<file path="config.mk">
export PLATFORM = sky130hd
export DESIGN_NAME = fetch_stage
export DESIGN_NICKNAME = d
export VERILOG_FILES = /design/src/rtl/cpu_types_pkg.sv /design/src/rtl/pc_unit.sv /design/src/rtl/fetch_stage.sv
export SDC_FILE = /design/constraint.sdc
export NUM_CORES = 1
export LEC_CHECK = 0
export BUFFER_PORTS_ARGS = -buffer_cell sky130_fd_sc_hd__buf_2
export CAP_MARGIN = 15
export CORE_ASPECT_RATIO = 1.4
export CORE_UTILIZATION = 52
export DETAILED_ROUTE_END_ITERATION = 12
export GPL_TIMING_DRIVEN = 0
export PLACE_DENSITY = 0.8
export RECOVER_POWER = 100
export SLEW_MARGIN = 20
export SYNTH_ARGS = -nofsm -noshare
export SYNTH_HDL_FRONTEND = slang
export SYNTH_SLANG_ARGS = --single-unit
</file>
<file path="constraint.sdc">
create_clock -name CLK -period 2.5 [get_ports CLK]
set_input_delay 0.375 -clock CLK [delete_from_list [all_inputs] [get_ports CLK]]
set_output_delay 0.375 -clock CLK [all_outputs]
set_load 0.01 [all_outputs]
</file>
<file path="src/rtl/cpu_types_pkg.sv">
// Purpose: shared CPU types for the fetch stage: word type and fetch FSM state encoding.
package cpu_types_pkg;

    localparam int unsigned WORD_W = 32;

    typedef logic [WORD_W-1:0] word_t;

    typedef enum logic [1:0] {
        RUN    = 2'd0,
        DRAIN  = 2'd1,
        HALTED = 2'd2
    } fetch_state_t;

endpackage

</file>
<file path="src/rtl/pc_unit.sv">
// Purpose: program counter register with next-PC selection and PC+4 adder.
// Ports:
//   clk, rst_n     clock / asynchronous active-low reset (PC <= PC_INIT)
//   inc            advance PC by 4 (modulo 2^WORD_W)
//   load           load PC from load_addr, word aligned (wins over inc)
//   load_addr      redirect / pending target
//   pc             current PC
//   pc_4           PC + 4
module pc_unit #(
    parameter int unsigned             WORD_W  = 32,
    parameter logic [WORD_W-1:0]       PC_INIT = '0
) (
    input  logic              clk,
    input  logic              rst_n,
    input  logic              inc,
    input  logic              load,
    input  logic [WORD_W-1:0] load_addr,
    output logic [WORD_W-1:0] pc,
    output logic [WORD_W-1:0] pc_4
);

    localparam logic [WORD_W-1:0] ALIGN_MASK = ~WORD_W'(3);

    // Wraps naturally at the top of the address space.
    assign pc_4 = pc + WORD_W'(4);

    // PC register: load has priority over sequential increment.
    always_ff @(posedge clk or negedge rst_n) begin
        if (!rst_n) begin
            pc <= PC_INIT;
        end else if (load) begin
            pc <= load_addr & ALIGN_MASK;
        end else if (inc) begin
            pc <= pc_4;
        end
    end

endmodule

</file>
<file path="src/rtl/fetch_stage.sv">
// Purpose: instruction fetch stage. Owns the PC, issues word fetches to the icache,
//          drives IF/ID inputs, and handles stalls, redirects, wrong-path discard and halt.
// Ports:
//   CLK, nRST      clock / asynchronous active-low reset
//   ihit, imemload icache response valid / data for imemaddr
//   stall          hold PC and IF outputs
//   redirect,
//   redirect_addr  taken branch / jump resolved this cycle and its target
//   halt           halt committed at WB
//   iREN, imemaddr icache read enable / fetch address (combinational)
//   instr_out,
//   pc_4_out,
//   valid_out      IF/ID payload (bubble = valid 0, instr 0)
//   halted         fetch permanently stopped until reset
module fetch_stage
    import cpu_types_pkg::*;
#(
    parameter int unsigned       WORD_W  = 32,
    parameter logic [WORD_W-1:0] PC_INIT = '0
) (
    input  logic              CLK,
    input  logic              nRST,
    input  logic              ihit,
    input  logic [WORD_W-1:0] imemload,
    input  logic              stall,
    input  logic              redirect,
    input  logic [WORD_W-1:0] redirect_addr,
    input  logic              halt,
    output logic              iREN,
    output logic [WORD_W-1:0] imemaddr,
    output logic [WORD_W-1:0] instr_out,
    output logic [WORD_W-1:0] pc_4_out,
    output logic              valid_out,
    output logic              halted
);

    localparam logic [WORD_W-1:0] ALIGN_MASK = ~WORD_W'(3);

    fetch_state_t      state;
    logic [WORD_W-1:0] pend_addr;
    logic [WORD_W-1:0] pc;
    logic [WORD_W-1:0] pc_4;
    logic              pc_inc;
    logic              pc_load;
    logic [WORD_W-1:0] pc_load_addr;

    pc_unit #(
        .WORD_W  (WORD_W),
        .PC_INIT (PC_INIT)
    ) u_pc_unit (
        .clk       (CLK),
        .rst_n     (nRST),
        .inc       (pc_inc),
        .load      (pc_load),
        .load_addr (pc_load_addr),
        .pc        (pc),
        .pc_4      (pc_4)
    );

    assign imemaddr = pc;

    // Read enable: an outstanding fetch in DRAIN must complete regardless of stall.
    always_comb begin
        iREN = 1'b0;
        case (state)
            RUN:     iREN = ~stall;
            DRAIN:   iREN = 1'b1;
            default: iREN = 1'b0;
        endcase
    end

    // Next-PC control; mirrors the edge priority halt > redirect > stall > ihit.
    always_comb begin
        pc_inc       = 1'b0;
        pc_load      = 1'b0;
        pc_load_addr = redirect_addr;
        if (!halt) begin
            case (state)
                RUN: begin
                    if (redirect) begin
                        // No fetch in flight (hit this cycle or stalled): load target now.
                        pc_load = ihit || !iREN;
                    end else if (!stall && ihit) begin
                        pc_inc = 1'b1;
                    end
                end
                DRAIN: begin
                    if (ihit) begin
                        pc_load      = 1'b1;
                        pc_load_addr = redirect ? redirect_addr : pend_addr;
                    end
                end
                default: ;
            endcase
        end
    end

    // Fetch FSM and IF/ID output registers.
    always_ff @(posedge CLK or negedge nRST) begin
        if (!nRST) begin
            state     <= RUN;
            instr_out <= '0;
            pc_4_out  <= '0;
            valid_out <= 1'b0;
            halted    <= 1'b0;
            pend_addr <= '0;
        end else if (halt || state == HALTED) begin
            state     <= HALTED;
            instr_out <= '0;
            valid_out <= 1'b0;
            halted    <= 1'b1;
        end else begin
            case (state)
                RUN: begin
                    if (redirect) begin
                        instr_out <= '0;
                        valid_out <= 1'b0;
                        if (!ihit && iREN) begin
                            // Fetch still outstanding: remember target until it returns.
                            pend_addr <= redirect_addr & ALIGN_MASK;
                            state     <= DRAIN;
                        end
                    end else if (stall) begin
                        // Hold everything; a coincident ihit is ignored and refetched.
                    end else if (ihit) begin
                        instr_out <= imemload;
                        pc_4_out  <= pc_4;
                        valid_out <= 1'b1;
                    end else begin
                        instr_out <= '0;
                        valid_out <= 1'b0;
                    end
                end
                DRAIN: begin
                    instr_out <= '0;
                    valid_out <= 1'b0;
                    if (ihit) begin
                        state <= RUN;
                    end else if (redirect) begin
                        pend_addr <= redirect_addr & ALIGN_MASK;
                    end
                end
                default: state <= HALTED;
            endcase
        end
    end

endmodule

</file>
---- Yosys cells after proc, flatten, opt, wreduce, memory -nomap -nowiden ----
Cells that the tools add are included.
operators by class
  add/subtract/negate cells ............... 1
  multipliers ............................. 0
  divide/modulo/power cells ............... 0
  magnitude comparators ................... 0
  eq/ne operators ......................... 10
  shift-type cells ........................ 0
  multiplexer cells ....................... 34
  bitwise operators ....................... 3
  reductions and logical operators ........ 15
operators by type and width
  operator                 number
  $mux W32                 14
  $pmux W32 S2             2
  $add A32 B3 Y32 const B  1
  $mux W1                  10
  $ne A3 B3 Y1 const B     3
  $mux W2                  4
  $ne A2 B2 Y1 const B     4
  $pmux W1 S2              3
  $reduce_and A6 Y1        1
  $reduce_and A5 Y1        1
  $ne A4 B4 Y1 const B     1
  $pmux W2 S2              1
  $reduce_bool A2 Y1       2
  $logic_not A1 Y1         3
  $not A1 Y1               3
  $reduce_and A3 Y1        1
  $reduce_bool A3 Y1       1
  $eq A2 B1 Y1 const B     1
  $eq A2 B2 Y1 const B     1
  $logic_and A1 B1 Y1      2
  $logic_not A2 Y1         1
  $logic_or A1 B1 Y1       2
  $reduce_and A2 Y1        1
word-level totals
  bits in registers ....................... 132
  latch bits .............................. 0
  RAM bits ................................ 0
  bits in read-only memories .............. 0
  output and inout bits ................... 99
  memories ................................ 0

---- Longest topological paths before layout ----
  word-level depth ........................ 8
  depth in mapped cells ................... 8

---- Hierarchy ----
From an unflattened synthesis, not the netlist that was laid out.
unflattened totals
  cells, all modules ...................... 542
  area, all modules ....................... 6331.1 µm²
modules (own cells, without submodules)
  module       instances  cells an instance  area each (µm²)
  fetch_stage  1          260                4047.6
  pc_unit      1          282                2283.4

---- Least setup slack after synthesis ----
Ideal clock, no wire load.
  kind .................................... reg-to-reg
  start ................................... register u_pc_unit.pc[2]
  end ..................................... register u_pc_unit.pc[30]
  setup time .............................. 0.124 ns
  data arrival time ....................... 2.269 ns
  slack ................................... 0.107 ns
  cell stages (with the launch flop) ...... 9
  period minus slack after synthesis ...... 2.393 ns
  path through ............................ dfrtp_1 ha_1 nand2_1 or3_1 buf_6 or4_1 buf_2 o31a_1 a211o_1
between the ends
  word-level cells in the longest chain between the ends .. 3
ends and longest elaborated chain
  what                    line           text
  from (decl)             pc_unit.sv:18  output logic [WORD_W-1:0] pc,
  from (signal assigned)  pc_unit.sv:32  pc <= load_addr & ALIGN_MASK;
  from (signal assigned)  pc_unit.sv:34  pc <= pc_4;
  $add A32 B3 Y32         pc_unit.sv:25  assign pc_4 = pc + WORD_W'(4);
  $mux W32                pc_unit.sv:33  end else if (inc) begin
  $mux W32                pc_unit.sv:31  end else if (load) begin
No other way between the ends. The select of a mux whose other input is x is not followed.
A chain may end at the register's enable or synchronous reset.

---- Final worst setup path ----
  start ................................... register u_pc_unit.pc[10]
  end ..................................... register u_pc_unit.pc[30]
Same word-level chain as after synthesis.

==> impl.org <==
** Routing
- Routed len/inst :: 17.02 um
- After detailed routing, the number of remaining DRC violations is 0.
- The detailed router finished its first iteration with between 200 and 300 violations.
- Antenna Nets Post-Route :: 0
- Count of vias placed by the detailed router :: 4908
- Wires add up to ~15 mm.
- The first TritonRoute pass finished after 5 iterations.
- Using the TritonRoute via totals, the vias-per-cell ratio works out to approximately 5.5.

** Worst setup path
- Capturing element type of the critical path :: register
- Start-to-end type of the worst setup path :: register to register
- For the worst setup path, the data arrival time is 2720 ps.
- The critical path goes through nand3_2, or3_1, buf_6, or4_1, buf_2, o31a_1, a211o_1.
- Of all nets on the critical path, the largest fanout is 10.
- The largest individual stage delay along the critical path comes from the cell sky130_fd_sc_hd__dfrtp_2.
- Worst Reg2Reg Path Length in Cells :: 7
- Worst EP required :: 2790 ps
- The largest single stage delay on the critical path is 430 ps.
- Startpoint type of the worst setup path :: register

** Synthesis
- For this run, asynchronously set or reset flops after synthesis account for between 90% and 100%.
- Average cell area after synthesis :: 10.78 um2
- For this run, the number of Yosys warnings is 0.
- Gate count after technology mapping :: 552
- Library cells used by synthesis :: 42
- Summing every instance area after synthesis gives 5949 um2.
- The synthesized design contains 0 enable-type register cells.
- Post-synthesis sequential element count :: 126
- Fraction of the yosys area taken by sequential cells :: 53.00%
- By area the synthesized netlist is led by sky130_fd_sc_hd__dfrtp_1 53%, sky130_fd_sc_hd__mux2_2 9.8%, sky130_fd_sc_hd__xnor2_1 5.3%.
- Primary flip-flop cell chosen by synthesis mapping :: sky130_fd_sc_hd__dfrtp_1
- sky130_fd_sc_hd__dfrtp_1 takes more of the synthesized area than any other cell.
- The share of synthesized area in the top cell type comes to 53.00%.

** Global routing
- The total overflow left after global routing is 0.
- Global-route wire length before repair :: 24.03 mm
- Global routing consumed, over all layers together, 26.41% of the routing resources.
- Vias in the first global route :: 4812
- Antenna violations before repair :: 0
- Pin count of the biggest net entering global routing :: 80

** Die
- Area enclosed by the die boundary :: 11880 um2
- The die is 92.40 um wide.
- Row count :: 45
- Die H :: 128.6 um
- Ports :: 169
- Core footprint :: approximately 11000 um2
- The initial utilization of the core area, before any placement, comes to 54.19%.

** Clock tree
- Counting every sink on the clock net gives roughly 130.
- TritonCTS built the clock tree.
- Max H-tree Level :: 4
- After clock tree synthesis, the clock-pin slew on the worst setup and hold paths is 50 ps.
- The longest clock path from root to sink contains 2 buffers.
- Counting the buffers created by CTS gives 17.
- Clock insertion delay at the later pin of the skew report :: 410 ps
- Root buf cell :: sky130_fd_sc_hd__clkbuf_16

** Timing
- The count of final max-slew check failures came to 0.
- The routed design could run at a clock period as short as 2431 ps.
- Peak clock frequency supported by timing :: 0.4114 GHz
- Final count of negative-setup-slack endpoints :: 0
- For the pin with the worst max-slew slack, the measured transition is ~1200 ps.
- Worst setup skew after layout :: 6.758 ps
- Tightest slew margin relative to the limit :: 21.82%
- Fin. Hold Viols :: 0
- Across all hold checks on the routed design, the worst slack comes to 192.3 ps.
- Of the available clock period, the critical path in the final layout requires 97.22%.

** Cells and area
- Number of nets in the final layout :: 812
- Core utilization of the finished layout :: 67.89%
- Synthesis-to-layout area growth :: 25.28%
- Of the cells placed in the final design, the portion with a size suffix greater than 1 is 24.20%.
- 0 antenna diodes ended up in the layout.

** Job
- Across the run, the number of max-cap violations was 0.

** Min path
- Worst min-delay path class :: primary input to register
- Hold Path Cell Cnt :: 2

** Placement
- Final GP Congestion :: 0.8821
- Hpwl dp :: 11.20 mm
- Quantity of I/O buffers inserted on ports :: 162

** Outcome
- Status :: complete, no violations

** Pwr
- For this design the ratio of total power to cell area is between 600 and 700 nW/um2.
- After layout, the design draws a total of 4917 uW.
- For this design the static power due to leakage is 0.003355 uW.
- IR analysis of the VDD net gives a maximum drop of just under 0.0005 V.
path summary, 6_finish.rpt:
kind,start,endpoint,slack (ps)
max,u_pc_unit.pc[10],u_pc_unit.pc[30],70
min,imemload[10],instr_out[10],190
max reg2reg,u_pc_unit.pc[10],u_pc_unit.pc[30],70
min reg2reg,pc_4_out[22],pc_4_out[22],470
max in group asynchronous,nRST,u_pc_unit.pc[5],430
min in group asynchronous,nRST,pc_4_out[25],760
where the power goes:
| group | internal, uW | total [uW] | leakage, uW | switching, uW |
|---|---|---|---|---|
| registers | 2140 | 2260 | 0.00169 | 125 |
| logic | 220 | 471 | 0.00140 | 251 |
| clock network | 1390 | 2180 | 0.000265 | 790 |
| total | 3750 | 4920 | 0.00336 | 1170 |
timing repair:
item / CTS / global route
endpoints found under the setup margin: 2 / 75
endpoints found under the hold margin: 47 / 0
hold buffers: 1 / 0
gates cloned: 0 / 0
resized for setup: 3 / 10
pin swaps: 0 / 0
setup buffers: 0 / 5
metrics by stage:
stage	worst slack [ps]	TNS [ps]	area, um2	instances
after floorplan	107.1	0	5961	555
after CTS	9.234	0	7528	890
after global routing	-5.055	-5.055	7453	893
after global placement	-436.1	-53850	6948	858
final	69.50	0	7453	893
after detailed placement	-74.09	-136.6	6982	859
synthesized netlist by cell type, types with 2 or more instances:
| master | count |
|---|---|
| sky130_fd_sc_hd__nor4b_1 | 3 |
| sky130_fd_sc_hd__buf_1 | 6 |
| sky130_fd_sc_hd__nand3_1 | 12 |
| sky130_fd_sc_hd__or3_1 | 2 |
| sky130_fd_sc_hd__mux2i_1 | 8 |
| sky130_fd_sc_hd__buf_4 | 4 |
| sky130_fd_sc_hd__a22o_1 | 32 |
| sky130_fd_sc_hd__o21ai_0 | 35 |
| sky130_fd_sc_hd__buf_2 | 3 |
| sky130_fd_sc_hd__xnor2_1 | 36 |
| sky130_fd_sc_hd__nor4_1 | 9 |
| sky130_fd_sc_hd__clkbuf_1 | 27 |
| sky130_fd_sc_hd__and3_1 | 5 |
| sky130_fd_sc_hd__nand4_1 | 14 |
| sky130_fd_sc_hd__dfrtp_1 | 126 |
| sky130_fd_sc_hd__nor2_1 | 40 |
| sky130_fd_sc_hd__inv_1 | 5 |
| sky130_fd_sc_hd__mux2_2 | 52 |
| sky130_fd_sc_hd__a21oi_1 | 22 |
| sky130_fd_sc_hd__and2_1 | 3 |
| sky130_fd_sc_hd__xor2_1 | 16 |
| sky130_fd_sc_hd__nand2_1 | 54 |
| sky130_fd_sc_hd__nor3_1 | 15 |
| sky130_fd_sc_hd__and4_1 | 2 |
| sky130_fd_sc_hd__o31a_1 | 4 |
critical path: cells and delay by family, from the launching register on:
family | cells | cell delay (ps)
and+or+nand+nor | 3 | 1020
AOI/OAI and AO/OA | 2 | 540
DFF | 1 | 430
buffers and inverters | 2 | 330
logic make-up (layout without fill, tap and decap cells):
family                     Yosys count  in the layout  share of synthesized area, %
and+or+nand+nor                    168            168                         13.73
DFF                                126            126                         53.00
AOI/OAI and AO/OA                   98             98                         10.81
buffers and inverters               46            243                         3.344
other                                1              4                       0.06303
adders and majority gates            1              1                        0.2103
muxes                               60             60                         11.19
xor gates and xnor gates            52             52                         7.655
cell usage in the layout (no fill, tap or decap), drive strengths merged, types with 6 or more instances in the layout:
master    n
nand3    13
nor3     15
clkinv    6
clkbuf  139
a22o     32
dfrtp   126
a21oi    22
xnor2    36
mux2     52
mux2i     8
nor4      9
o21ai    35
nand2    54
xor2     16
nand4    15
buf      90
nor2     40
per-layer routing:
| metal | part of all wire (%) | routed length, um | GRT usage, % |
|---|---|---|---|
| met1 | 41 | 6200 | 31.25 |
| met5 | 0 | 0 | 0 |
| met2 | 50 | 7644 | 45.05 |
| met3 | 6.2 | 935 | 6.501 |
| met4 | 2.7 | 416 | 12.50 |
state kept, by name, summed over array words and instances, names as in the netlist:
| signal | flops |
|---|---|
| u_pc_unit.pc | 30 |
| halted | 1 |
| instr_out | 32 |
| state | 2 |
| pc_4_out | 30 |
| valid_out | 1 |
| pend_addr | 30 |
cell type report:
cell class / count / area, um2
clock buffers: 22 / 464.2
multi-input cells: 383 / 2635
repair buffers: 169 / 758.2
well taps: 141 / 176.4
fillers: 896 / 3526
inverters: 5 / 18.77
flip-flops and latches: 126 / 3159
plain buffers: 39 / 173.9
clock inverters: 8 / 67.56
(Power assumes the default switching activity.)
